<file path="config.mk">
export PLATFORM = sky130hd
export DESIGN_NAME = serial_tc_negate_mc
export DESIGN_NICKNAME = d
export VERILOG_FILES = /design/src/rtl/serial_tc_pkg.sv /design/src/rtl/serial_tc_lane.sv /design/src/rtl/serial_tc_negate_mc.sv
export SDC_FILE = /design/constraint.sdc
export NUM_CORES = 1
export LEC_CHECK = 0
export ABC_AREA = 1
export BUFFER_PORTS_ARGS = -buffer_cell sky130_fd_sc_hd__buf_2
export CAP_MARGIN = 20
export CORE_MARGIN = 2
export CORE_UTILIZATION = 59
export CTS_BUF_LIST = sky130_fd_sc_hd__clkbuf_16
export CTS_CLUSTER_DIAMETER = 30
export DETAILED_ROUTE_END_ITERATION = 8
export PLACE_DENSITY = 0.89
export SYNTH_ARGS = -nofsm -noshare
export SYNTH_HDL_FRONTEND = slang
export SYNTH_HIERARCHICAL = 1
export SYNTH_SLANG_ARGS = --single-unit
</file>
<file path="constraint.sdc">
create_clock -name t_clk -period 2.2 [get_ports t_clk]
set_clock_uncertainty 0.05 [all_clocks]
set_input_delay 0.22 -clock t_clk [delete_from_list [all_inputs] [get_ports t_clk]]
set_output_delay 0.22 -clock t_clk [all_outputs]
set_load 0.01 [all_outputs]
</file>
<file path="src/rtl/serial_tc_pkg.sv">
// Shared mode encodings and sizing helper for the bit-serial two's-complement unit.
package serial_tc_pkg;

    localparam logic [1:0] MODE_PASS = 2'b00;
    localparam logic [1:0] MODE_NEG  = 2'b01;
    localparam logic [1:0] MODE_ABS  = 2'b10;

    // Width of a counter that indexes bits 0..w-1 of a word.
    function automatic int cnt_width(input int w);
        return (w > 1) ? $clog2(w) : 1;
    endfunction

endpackage

</file>
<file path="src/rtl/serial_tc_lane.sv">
// One serial channel: whole-word capture buffer, result buffer, and the
// "pass up to first 1, invert afterwards" two's-complement bit stage.
module serial_tc_lane
    import serial_tc_pkg::*;
#(
    parameter int W = 8
) (
    input  logic clk,
    input  logic rst_n,
    input  logic beat,
    input  logic last,
    input  logic out_en,
    input  logic first,
    input  logic msb,
    input  logic neg,
    input  logic abs_mode,
    input  logic din,
    output logic dout,
    output logic ovf
);

    logic [W-1:0] in_sr;
    logic [W-1:0] out_sr;
    logic [W-1:0] word_nxt;
    logic         sign;
    logic         seen;
    logic         seen_eff;
    logic         inv;
    logic         b;

    assign word_nxt = {din, in_sr[W-1:1]};
    assign b        = out_sr[0];
    assign seen_eff = seen & ~first;
    // Abs needs the sign of the whole buffered word, so it is held per lane.
    assign inv      = neg | (abs_mode & sign);

    always_ff @(posedge clk or negedge rst_n) begin
        if (!rst_n) begin
            in_sr  <= '0;
            out_sr <= '0;
            sign   <= 1'b0;
            seen   <= 1'b0;
            dout   <= 1'b0;
            ovf    <= 1'b0;
        end else if (beat) begin
            in_sr <= word_nxt;
            if (out_en) begin
                dout   <= b ^ (inv & seen_eff);
                seen   <= seen_eff | b;
                ovf    <= msb & inv & b & ~seen_eff;
                out_sr <= out_sr >> 1;
            end else begin
                ovf <= 1'b0;
            end
            // The load on the last input bit overrides the shift of the old word.
            if (last) begin
                out_sr <= word_nxt;
                sign   <= din;
            end
        end
    end

endmodule

</file>
<file path="src/rtl/serial_tc_negate_mc.sv">
// Multi-channel bit-serial pass/negate/abs unit: shared word framing, mode
// latching and output strobes, with one serial_tc_lane per channel.
module serial_tc_negate_mc
    import serial_tc_pkg::*;
#(
    parameter int W  = 8,
    parameter int CH = 2
) (
    input  logic          t_clk,
    input  logic          r_n,
    input  logic          i_vld,
    input  logic          i_sow,
    input  logic [1:0]    i_mode,
    input  logic [CH-1:0] i_dat,
    output logic          o_vld,
    output logic          o_sow,
    output logic [CH-1:0] o_dat,
    output logic [CH-1:0] o_ovf
);

    localparam int CW = cnt_width(W);
    localparam logic [CW-1:0] LAST_IDX = CW'(W - 1);

    logic [CW-1:0] bit_cnt;
    logic [CW-1:0] b_idx;
    logic          primed;
    logic [1:0]    mode_in;
    logic [1:0]    mode_out;
    logic          resync;
    logic          last;
    logic          out_en;
    logic          first;
    logic          msb;
    logic          neg;
    logic          abs_mode;

    // i_sow on a beat forces bit 0; mid-word it abandons the partial word.
    assign b_idx    = i_sow ? '0 : bit_cnt;
    assign resync   = i_vld & i_sow & (bit_cnt != '0);
    assign last     = i_vld & (b_idx == LAST_IDX);
    assign out_en   = i_vld & primed & ~resync;
    assign first    = (b_idx == '0);
    assign msb      = (b_idx == LAST_IDX);
    assign neg      = (mode_out == MODE_NEG);
    assign abs_mode = (mode_out == MODE_ABS);

    always_ff @(posedge t_clk or negedge r_n) begin
        if (!r_n) begin
            bit_cnt  <= '0;
            primed   <= 1'b0;
            mode_in  <= MODE_PASS;
            mode_out <= MODE_PASS;
            o_vld    <= 1'b0;
            o_sow    <= 1'b0;
        end else begin
            o_vld <= out_en;
            o_sow <= out_en & first;
            if (i_vld) begin
                bit_cnt <= last ? '0 : b_idx + CW'(1);
                if (first) mode_in <= i_mode;
                if (resync) primed <= 1'b0;
                if (last) begin
                    primed   <= 1'b1;
                    mode_out <= mode_in;
                end
            end
        end
    end

    for (genvar c = 0; c < CH; c++) begin : g_lane
        serial_tc_lane #(.W(W)) u_lane (
            .clk      (t_clk),
            .rst_n    (r_n),
            .beat     (i_vld),
            .last     (last),
            .out_en   (out_en),
            .first    (first),
            .msb      (msb),
            .neg      (neg),
            .abs_mode (abs_mode),
            .din      (i_dat[c]),
            .dout     (o_dat[c]),
            .ovf      (o_ovf[c])
        );
    end

endmodule
</file>
==> results.ini, run 1 <==
[detailed_routing]
firstDrtPassIters = 4
drt-wirelength-per-cell_um = 13.0
remaining_drc_errors = 0
vias = 1654
vias_per_cell = 5.23
wl_um = 4110
drtIter0Drc = 119
ant_nets = 0

[place]
hpwlAfterDp_um = 2580
place_ws_ns = 0.249
gp_congestion = 0.839
port-buffer-count = 13

[cts]
clk_pin_slew_ns = 0.06
numCtsBuffers = 5
cts_resized = 0
root_buffer = clkbuf_16
postCtsHoldBufs = 1
h-tree-depth = 2
postCtsSetupRepairBufs = 0
cts_tree = built
clock_latency_ns = 0.28
clkSinkCount = 48
clk_path_buf_depth = 2

[synthesis]
avgSynthCellArea_sq_um = 8.62
post-synth-top-area-fraction = 0.549
synth_cell_types = 21
synth_nets = 265
synth_cells = 254
ys_ff_latch = 48
synth_area_sq_mm = 0.00219
synth_warnings = 6
yosysSeqAreaShare = 0.549
yosysTopAreaCell = dfrtp_1
synth_area_leaders = dfrtp_1 55%, nand2_1 9.9%, inv_1 6.2%

[worst_setup_path]
reg2regPathDepth = 10
regToRegStartpoint = bit_cnt[0]$_DFFE_PN0P_
r2r_end = g_lane[1].u_lane/out_sr[6]$_DFFE_PN0P_
path_class = reg2reg
worstPathArrival_ns = 2.19
worstPathRequired_ns = 2.35
worstPathCellList = inv_1, nor2_1, ha_1, ha_1, nand2_4, inv_4, nand2_2, nand2_2, o211ai_1, o21ai_1
cp_slowest_cell = dfrtp_1
end_kind = register
start_kind = register
critPathMaxFanout = 18
r2r_setup_slack_ns = 0.16
slowest_delay_ns = 0.34

[cells_and_area]
final_nets = 280
area_growth_pct = 11.7
finalCoreUtilization = 0.678
fill_cells = 294
drive_gt1_frac = 0.134
diodes = 0

[floorplanning]
core_sq_mm = 0.00361
initial_utilization = 0.607
die_w_um = 64.9
die_area_sq_mm = 0.00421
num_rows = 22
pin_count = 14
dieHeight_um = 64.9

[timing]
setup_viol = 0
fin_setup_tns_ns = 0
slew_headroom = 0.754
slew_violations = 0
final.min_clock_period_ns = 2.04
period_share = 0.928
finalWorstSetupSlack_ns = 0.159
timing.fmax_mhz = 490
worst_slew_pin_slew_ns = 0.366
hold_violations = 0
rsz0062_at_grt = no

[power_and_ir_drop]
p_total_uw = 2110
power-per-cell-area_mw_per_mm2 = 864
vdd_drop_max_mv = 0.569
clockPowerShare = 0.389
p_int_uw = 1600
p_seq_frac = 0.495
p_sw_frac = 0.242
p_switching_uw = 512
leakage_uw = 0.00126
comb_power_share = 0.116

[worst_hold_path]
hold_class = in2reg
holdPathEnd = g_lane[1].u_lane/in_sr[7]$_DFFE_PN0P_
min_from = i_dat[1]
whs_path_depth = 3

[grt]
grt_max_degree = 49
grt-ovfl-total = 0
grt_pass1_vias = 1581
grt_antenna_before_repair = 0
gr-usage-all-layers = 0.227
grt_pass1_wl_um = 7080

[run_status]
status = finished clean

[run]
cap_violations = 0

[placed cells by master, fill, tap and decap left out]
cell type / synthesis / layout
o21a_1: 2 / 2
buf_2: 4 / 13
buf_12: 0 / 1
nand3_1: 12 / 12
nand2_2: 7 / 7
a21oi_1: 10 / 10
nand4_1: 2 / 2
bufinv_16: 0 / 1
dfrtp_1: 48 / 48
nand3_2: 1 / 1
a21oi_2: 4 / 4
nand2_4: 1 / 1
buf_4: 2 / 2
inv_4: 1 / 1
nand2_1: 58 / 58
nor2_1: 24 / 24
ha_1: 3 / 3
inv_1: 36 / 36
o211ai_1: 4 / 4
dlygate4sd3_1: 0 / 1
o21ai_1: 8 / 8
clkbuf_16: 0 / 5
o21ai_0: 21 / 21
o22ai_1: 3 / 3
[flip-flops by register name, summed over array words and instances, names as in the netlist]
signal and cells:
g_lane.u_lane/sign 2, bit_cnt 3, g_lane.u_lane/out_sr 16, primed 1, o_vld 1, g_lane.u_lane/ovf 2
o_sow 1, g_lane.u_lane/in_sr 14, g_lane.u_lane/seen 2, mode_out 2, g_lane.u_lane/dout 2, mode_in 2
[power by group through the flow]
| stage | logic (uW) | registers [uW] | clock network, uW |
|---|---|---|---|
| floorplan | 177 | 1040 | 0 |
| global placement | 233 | 1050 | 0 |
| detailed placement | 241 | 1060 | 0 |
| CTS | 247 | 1050 | 837 |
| global route | 290 | 1060 | 869 |
| finish | 245 | 1050 | 822 |
[synth_stat cells, drive strengths merged]
| cell | count |
|---|---|
| nand4 | 2 |
| a21oi | 14 |
| o21a | 2 |
| nor2 | 24 |
| nand3 | 13 |
| dfrtp | 48 |
| o22ai | 3 |
| nand2 | 66 |
| o21ai | 29 |
| buf | 9 |
| ha | 3 |
| inv | 37 |
| o211ai | 4 |
[worst max-delay path: cells and delay by family, from the launching register on]
kind,cells,cell delay (ns)
flip-flops,1,0.34
adder cells (fa/ha/maj),2,0.47
buffers and inverters,2,0.21
AO/OA/AOI/OAI,2,0.29
AND/OR/NAND/NOR,4,0.60
[logic make-up after synthesis]
group,Yosys count,synth area share
simple gates,105,0.204
compound gates,52,0.134
flops,48,0.549
fa+ha+maj,3,0.0172
buf+inv,46,0.0961
[how the worst max path moves through the flow]
stage                                       from                                     end  cells past startpoint
after CTS                 bit_cnt[0]$_DFFE_PN0P_  g_lane[1].u_lane/out_sr[6]$_DFFE_PN0P_                     10
after global routing      bit_cnt[0]$_DFFE_PN0P_  g_lane[1].u_lane/out_sr[6]$_DFFE_PN0P_                     10
after global placement    bit_cnt[0]$_DFFE_PN0P_  g_lane[1].u_lane/out_sr[1]$_DFFE_PN0P_                     10
final                     bit_cnt[0]$_DFFE_PN0P_  g_lane[1].u_lane/out_sr[6]$_DFFE_PN0P_                     10
after floorplan           bit_cnt[0]$_DFFE_PN0P_  g_lane[0].u_lane/out_sr[1]$_DFFE_PN0P_                     10
after detailed placement  bit_cnt[0]$_DFFE_PN0P_  g_lane[1].u_lane/out_sr[1]$_DFFE_PN0P_                     10
[stage by stage]
| stage | cell area [sq um] | hold WS, ns | std cells |
|---|---|---|---|
| global route | 2440 | 0.151 | 316 |
| finish | 2440 | 0.116 | 316 |
| floorplan | 2190 | -0.126 | 254 |
| detailed placement | 2280 | 0.173 | 309 |
| global placement | 2280 | 0.172 | 309 |
| CTS | 2440 | 0.120 | 316 |
[metal layers]
metal | GRT usage | share of wire
met4 | 0.0878 | 0.028
met1 | 0.265 | 0.42
met5 | 0 | 0
met3 | 0.0694 | 0.041
met2 | 0.390 | 0.51
[layout make-up]
cell class,count,area [sq um],area share
Inverter,37,141,0.0578
Multi-Input combinational cell,160,777,0.318
Sequential cell,48,1200,0.491
Tap cell,48,60.1,0.0246
Clock inverter,1,30.0,0.0123
Clock buffer,5,125,0.0512
Timing Repair Buffer,17,110,0.0450
(Power assumes the default switching activity.)
==> run 2, diff against run 1 <==
--- a/config.mk
+++ b/config.mk
@@ -10,10 +10,9 @@
 export CAP_MARGIN = 20
 export CORE_MARGIN = 2
 export CORE_UTILIZATION = 59
-export CTS_BUF_LIST = sky130_fd_sc_hd__clkbuf_16
 export CTS_CLUSTER_DIAMETER = 30
 export DETAILED_ROUTE_END_ITERATION = 8
-export PLACE_DENSITY = 0.89
+export PLACE_DENSITY = 0.79
 export SYNTH_ARGS = -nofsm -noshare
 export SYNTH_HDL_FRONTEND = slang
 export SYNTH_HIERARCHICAL = 1
==> results.ini, run 2 (synthesis gave the netlist of run 1 again) <==
[worst_setup_path]
start_kind = register
crit_top_cell = ha_1
cp_slowest_cell = dfrtp_1
worstPathCellList = inv_1, nor2_1, ha_1, ha_1, nand2_4, inv_4, buf_4, nand2_1, o211ai_1, o21ai_1
critPathMaxFanout = 19
worstPathRequired_ns = 2.33
slowest_delay_ns = 0.35
path_class = reg2reg
end_kind = register
worstPathArrival_ns = 2.07

[grt]
grt_pass1_wl_um = 6540
gr-usage-all-layers = 0.203
grt_max_degree = 49
grt_pass1_vias = 1523
grt_antenna_before_repair = 0
grt-ovfl-total = 0

[cells_and_area]
largest-register = g_lane.u_lane/out_sr
reg_top3 = g_lane.u_lane/out_sr (16), g_lane.u_lane/in_sr (14), bit_cnt (3)
final_common_cell = nand2_1
diodes = 0
fill_cells = 285
area_growth_pct = 9.78
final_cell_mix = 58 x nand2_1, 48 x dfrtp_1, 36 x inv_1
final_nets = 281
largest_reg_flops = 16
drive_gt1_frac = 0.140

[floorplanning]
die_w_um = 64.9
dieHeight_um = 64.9
initial_utilization = 0.607
core_sq_mm = 0.00361
pin_count = 14
num_rows = 22
die_area_sq_mm = 0.00421

[detailed_routing]
ant_nets = 0
drt-wirelength-per-cell_um = 11.3
remaining_drc_errors = 0
wl_um = 3620
drtIter0Drc = 57
vias_per_cell = 4.92
firstDrtPassIters = 4
vias = 1571

[timing]
setup_viol = 0
worst_slew_pin_slew_ns = 0.583
whs_ns = 0.106
period_share = 0.881
final.min_clock_period_ns = 1.94
slew_headroom = 0.611
timing.fmax_mhz = 516
hold_violations = 0
rsz0062_at_grt = no
fin_setup_tns_ns = 0
slew_violations = 0

[run_status]
status = finished clean

[cts]
h-tree-depth = 2
clock_latency_ns = 0.29
cts_tree = built
numCtsBuffers = 5
root_buffer = clkbuf_8
clkSinkCount = 48
clk_pin_slew_ns = 0.08
clk_path_buf_depth = 2

[run]
cap_violations = 0

[power_and_ir_drop]
vdd_drop_max_mv = 0.441
leakage_uw = 0.00124
power-per-cell-area_mw_per_mm2 = 786

[place]
hpwlAfterDp_um = 2530
port-buffer-count = 13
gp_congestion = 0.760

[worst_hold_path]
hold_class = in2reg

==> run 2: cell count changes in the layout (fill, tap and decap cells not counted), sizes merged <==
| cell | before | now |
|---|---|---|
| buf | 16 | 17 |
| clkinv | 0 | 1 |
| clkbuf | 5 | 6 |
==> run 2: final timing paths <==
kind	slack, ns	from	cells after the start	to
max reg2reg	0.26	bit_cnt[0]$_DFFE_PN0P_	10	g_lane[1].u_lane/out_sr[6]$_DFFE_PN0P_
min reg2reg	0.43	g_lane[1].u_lane/sign$_DFFE_PN0P_	2	g_lane[1].u_lane/sign$_DFFE_PN0P_
max in group asynchronous	1.20	r_n	3	g_lane[0].u_lane/in_sr[1]$_DFFE_PN0P_
min in group asynchronous	0.50	r_n	3	g_lane[1].u_lane/in_sr[6]$_DFFE_PN0P_
min	0.11	i_dat[0]	3	g_lane[0].u_lane/in_sr[7]$_DFFE_PN0P_
max	0.26	bit_cnt[0]$_DFFE_PN0P_	10	g_lane[1].u_lane/out_sr[6]$_DFFE_PN0P_
==> run 2: critical path: cells and delay by family, from the launching register on <==
family	cells	cell delay, ns
buf+inv	3	0.46
fa+ha+maj	2	0.45
simple gates	3	0.34
flops	1	0.35
compound gates	2	0.18
==> run 2: final cells by class <==
type                       instances  area, sq um  area share
clock buffer                       6         72.6      0.0302
timing repair buffer              18          105      0.0438
tap                               48         60.1      0.0250
inverter                          37          141      0.0589
multi-input combinational        160          787       0.328
sequential                        48         1200       0.500
clock inverter                     2         35.0      0.0146
==> run 2: metrics by stage <==
| step | setup WS [ns] | std cells | area (sq um) | power (uW) | util |
|---|---|---|---|---|---|
| after floorplan | 0.526 | 254 | 2190 | 1220 | - |
| after global placement | 0.359 | 310 | 2270 | 1290 | 0.631 |
| after detailed placement | 0.270 | 310 | 2270 | 1290 | 0.631 |
| after CTS | 0.235 | 319 | 2390 | 1900 | 0.663 |
| after global routing | 0.0421 | 319 | 2400 | 2000 | 0.666 |
| final | 0.263 | 319 | 2400 | 1890 | 0.666 |
==> run 2: power by group <==
| part | internal (uW) | leakage (uW) | switching, uW |
|---|---|---|---|
| logic | 90.6 | 0.000597 | 149 |
| registers | 984 | 0.000586 | 51.5 |
| clock network | 337 | 0.0000552 | 276 |
==> run 2: per-layer routing <==
layer	up-vias	track usage	routed length [um]
met5	-	0	0
met1	724	0.268	1850
li1	830	-	-
met3	5	0.0538	102
met4	0	0.0559	31
met2	12	0.331	1640
==> run 2: what timing repair did <==
| action | 4_1_cts | 5_1_grt |
|---|---|---|
| setup endpoints to repair | 0 | 2 |
| setup buffers | 0 | 0 |
| resized for setup | 0 | 2 |
| hold endpoints to repair | 48 | 0 |
| hold buffers | 1 | 0 |
